### config.mk
export PLATFORM = sky130hd
export DESIGN_NAME = log2
export DESIGN_NICKNAME = d
export VERILOG_FILES = /design/src/rtl/log2.sv
export SDC_FILE = /design/constraint.sdc
export NUM_CORES = 1
export LEC_CHECK = 0
export CORE_AREA = 2 2 186 188
export CTS_CLUSTER_DIAMETER = 200
export DETAILED_ROUTE_END_ITERATION = 10
export DIE_AREA = 0 0 188 190
export DONT_BUFFER_PORTS = 1
export PLACE_DENSITY = 0.68
export SYNTH_ARGS = -nofsm -noshare
export SYNTH_HDL_FRONTEND = slang
export SYNTH_SLANG_ARGS = --single-unit
### constraint.sdc
create_clock -name clk -period 20.5 [get_ports clk]
set_input_delay 3.075 -clock clk [delete_from_list [all_inputs] [get_ports clk]]
set_output_delay 3.075 -clock clk [all_outputs]
set_load 0.005 [all_outputs]
### src/rtl/log2.sv
// Sequential fixed-point log2: 3-bit integer part from the leading one, 5 fraction
// bits by square-and-compare. Optional zero_err output is enabled by LOG2_ZERO_ERR_EN.
module log2 (
  input  logic       clk,
  input  logic       reset,
  input  logic       h,
  input  logic [7:0] in,
`ifdef LOG2_ZERO_ERR_EN
  output logic       zero_err,
`endif
  output logic       flag,
  output logic [7:0] out
);

  localparam int unsigned MANT_W = 24;
  localparam int unsigned PROD_W = 2 * MANT_W;
  localparam int unsigned SQ_W   = MANT_W + 1;

  localparam logic [1:0] IDLE = 2'd0;
  localparam logic [1:0] NORM = 2'd1;
  localparam logic [1:0] FRAC = 2'd2;
  localparam logic [1:0] DONE = 2'd3;

  logic [1:0]        state, state_nxt;
  logic [7:0]        opnd, opnd_nxt;
  logic [2:0]        ipart, ipart_nxt;
  logic [MANT_W-1:0] mant, mant_nxt;
  logic [4:0]        frac, frac_nxt;
  logic [2:0]        cnt, cnt_nxt;
  logic [7:0]        out_nxt;
  logic              flag_nxt;
  logic [2:0]        msb;
  logic [PROD_W-1:0] prod;
  logic [SQ_W-1:0]   sq;

  // Leading-one position of the captured operand (0 for a zero operand).
  always_comb begin
    msb = 3'd0;
    for (int i = 0; i < 8; i++) begin
      if (opnd[i]) msb = 3'(i);
    end
  end

  // Mantissa square in 1.23 format, truncated back to 2.23.
  assign prod = PROD_W'(mant) * PROD_W'(mant);
  assign sq   = SQ_W'(prod >> (MANT_W - 1));

  always_comb begin
    state_nxt = state;
    opnd_nxt  = opnd;
    ipart_nxt = ipart;
    mant_nxt  = mant;
    frac_nxt  = frac;
    cnt_nxt   = cnt;
    out_nxt   = out;
    case (state)
      IDLE: begin
        if (h) begin
          opnd_nxt  = in;
          state_nxt = NORM;
        end
      end
      NORM: begin
        ipart_nxt = msb;
        mant_nxt  = {8'(opnd << (3'd7 - msb)), 16'd0};
        frac_nxt  = 5'd0;
        cnt_nxt   = 3'd0;
        state_nxt = FRAC;
      end
      FRAC: begin
        frac_nxt = {frac[3:0], sq[SQ_W-1]};
        mant_nxt = sq[SQ_W-1] ? sq[SQ_W-1:1] : sq[MANT_W-1:0];
        cnt_nxt  = cnt + 3'd1;
        if (cnt == 3'd4) begin
          out_nxt   = {ipart, frac[3:0], sq[SQ_W-1]};
          state_nxt = DONE;
        end
      end
      default: state_nxt = IDLE;
    endcase
    flag_nxt = (state_nxt == DONE);
  end

  always_ff @(posedge clk) begin
    if (reset) begin
      state <= IDLE;
      opnd  <= 8'd0;
      ipart <= 3'd0;
      mant  <= '0;
      frac  <= 5'd0;
      cnt   <= 3'd0;
      out   <= 8'h00;
      flag  <= 1'b0;
    end else begin
      state <= state_nxt;
      opnd  <= opnd_nxt;
      ipart <= ipart_nxt;
      mant  <= mant_nxt;
      frac  <= frac_nxt;
      cnt   <= cnt_nxt;
      out   <= out_nxt;
      flag  <= flag_nxt;
    end
  end

`ifdef LOG2_ZERO_ERR_EN
  // Pulses with flag when the finished operand was zero.
  always_ff @(posedge clk) begin
    if (reset) zero_err <= 1'b0;
    else       zero_err <= (state_nxt == DONE) && (opnd == 8'd0);
  end
`endif

endmodule

==> out/qor.yml <==
syn_area_per_cell_um2: 8.91
finalHoldViolCount: 0
layout_commonest_cell: "inv_1"
fin_nets: 2623
finalMaxSlewViolations: 0
p_per_area_mw_per_mm2: 27.1
slowest_stage: "xnor2_4"
synth_async_sr_flop_share_pct: 0
final_cell_count_no_fill: 2466
relSlewSlack_pct: 28.6
dp_hpwl_mm: 33.4
core_mm2: 0.0339
floorplan.initialDensity_pct: 53.8
io_buffers: 0
path_common_cell: "inv_1"
synthToLayoutAreaGrowth_pct: 3.35
tightest_slew_ns: 1.07
yosysWarnings: 0
tns_ns: 0
worstSetupPathType: "reg -> reg"
setup_viol: 0
fmax_ghz: 0.116
maxCapViolations: 0
yosysSeqAreaShare_pct: 5.81
first_iter_violations: 824
p_leak_nw: 10.5
fin_crit_ns: 8.60
ys.flop_type: "dfxtp_1"
cp-end-kind: "flop"
cp.arrival_ns: 8.81
cp_max_fo: 31
grt.overflow.total: 0
clk_pin_slew_worst_paths_ns: 0.07
required_ns: 20.70
rows: 68
grt_max_degree: 38
clkLatencyLatePin_ns: 0.30
ir_worst_vdd_uv: 115
cts_max_level: 2
clk_path_buf_depth: 2
synth.distinct_cells: 64
cts-root-buf: "clkbuf_16"
synth_edf_count: 0
antenna_left: 0
critPathLaunchType: "flop"
fin_skew_ns: 0.0115
synth.cell_area_mm2: 0.0183
drive_gt1_share_pct: 2.14
grt_usage_pct: 24.8
tritoncts: "built"
post_drt_wl_per_cell_um: 16.5
post_cts_buffers: 0
drcViolationCount: 0
dp.cells: 2458
ys_ff_latch: 53
fillers: 3106
dr.pass1.iters: 5
numCtsBuffers: 5
io_pins: 20
via_per_inst: 5.16
slowest_delay_ns: 0.87
routed_wl_mm: 40.7
final_cell_mix: "611 x inv_1, 422 x fa_1, 244 x nand2_1"
die_w_um: 188
antenna_found_initial: 0
post_cts_resized: 0
total_power_w: 0.000512
gp_congestion: 0.858
die_y_um: 190
rsz0062_at_grt: "false"
period_share_pct: 42.0
antennaDiodeCount: 0
via_count: 12700
cts_sinks: 53
syn_nets: 2665
status: "complete, no violations"
synth_cells: 2052
die_area_mm2: 0.0357
hold_class: "reg -> reg"
grt_pass1_wl_mm: 70.6
final_core_util_pct: 55.6
hold_buffers: 0
grt_pass1_vias: 14300
[cell type report]
type | instances | area, um^2 | share of cell area (%)
multi-input combinational | 1316 | 14600 | 77.5
tap | 455 | 569 | 3.01
clock inverter | 3 | 28.8 | 0.152
sequential | 53 | 1060 | 5.62
clock buffer | 5 | 125 | 0.663
timing repair buffer | 22 | 165 | 0.875
inverter | 612 | 2300 | 12.2
[cells by family (layout without fill, tap and decap cells)]
family	after synthesis	in the layout	synth area share, %
flip-flops	53	53	5.81
buffers and inverters	683	642	14.1
XOR/XNOR	39	39	1.91
AO/OA/AOI/OAI	189	189	6.49
AND/OR/NAND/NOR	461	461	11.7
adder cells (fa/ha/maj)	602	602	58.6
multiplexers	25	25	1.40
[critical path, delay by kind of cell (launching register included)]
family / cells / cell delay, ns
compound gates: 5 / 1.04
xor+xnor: 1 / 0.87
mux: 1 / 0.27
buf+inv: 9 / 0.79
simple gates: 3 / 0.91
fa+ha+maj: 8 / 3.84
flops: 1 / 0.77
[cells in the mapped netlist, drive strengths merged (3+ instances only)]
| cell type | instances | area, um^2 |
|---|---|---|
| nor4 | 4 | 31.3 |
| a211oi | 10 | 75.1 |
| a31oi | 7 | 43.8 |
| o22ai | 3 | 18.8 |
| a41o | 3 | 30.0 |
| inv | 611 | 2290 |
| nor2 | 50 | 188 |
| clkbuf | 65 | 244 |
| and2 | 113 | 707 |
| nor3 | 11 | 55.1 |
| o211ai | 4 | 30.0 |
| ha | 180 | 2250 |
| a21oi | 77 | 389 |
| o21bai | 4 | 30.0 |
| nand3 | 11 | 55.1 |
| nand2b | 3 | 18.8 |
| mux2 | 4 | 45.0 |
| or2 | 3 | 18.8 |
| xor2 | 16 | 140 |
| nor2b | 5 | 31.3 |
| a221oi | 3 | 38.8 |
| and3 | 7 | 43.8 |
| o21ai | 38 | 190 |
| a211o | 3 | 26.3 |
| nand4 | 5 | 31.3 |
| buf | 6 | 43.8 |
| mux2i | 21 | 210 |
| xnor2 | 23 | 209 |
| a21o | 15 | 113 |
| dfxtp | 53 | 1060 |
| a22oi | 3 | 22.5 |
| nand2 | 244 | 916 |
| fa | 422 | 8450 |
[where the power goes]
part           leakage (nW)  internal, W  total [W]  switching [W]
clock                0.0763    0.0000469  0.0000887      0.0000418
sequential            0.430     0.000116   0.000134      0.0000182
combinational          10.0    0.0000975   0.000289       0.000192
total                  10.5     0.000260   0.000512       0.000252
[per-stage QoR]
stage	hold WS, ns	setup WS [ns]	cell area [um^2]
global route	0.473	11.30	18900
CTS	0.450	11.92	18900
global placement	0.432	12.12	18700
detailed placement	0.440	11.97	18700
finish	0.448	11.90	18900
floorplan	0.432	13.26	18300
[per-layer routing]
metal | GRT usage, % | wire length (um) | vias up | part of all wire (%)
met3 | 2.34 | 2040 | 69 | 5.0
met2 | 45.2 | 21100 | 306 | 52
met5 | 0 | 0 | - | 0
met4 | 5.63 | 862 | 0 | 2.1
met1 | 32.0 | 16600 | 6405 | 41
li1 | - | - | 5948 | -
[sequential cells by signal, indices dropped and copies added (netlist names)]
register / cells
out: 8
opnd: 8
frac: 4
flag: 1
state: 2
mant: 24
ipart: 3
cnt: 3
[worst paths after layout]
kind,end,from,cells after the start,slack (ns)
worst min register to register,mant[12]$_SDFFE_PP0P_,mant[12]$_SDFFE_PP0P_,2,0.45
worst max register to register,mant[22]$_SDFFE_PP0P_,mant[8]$_SDFFE_PP0P_,27,11.90
worst max-delay path,mant[22]$_SDFFE_PP0P_,mant[8]$_SDFFE_PP0P_,27,11.90
worst min-delay path,mant[12]$_SDFFE_PP0P_,mant[12]$_SDFFE_PP0P_,2,0.45
Power figures use the tool's default switching activity.
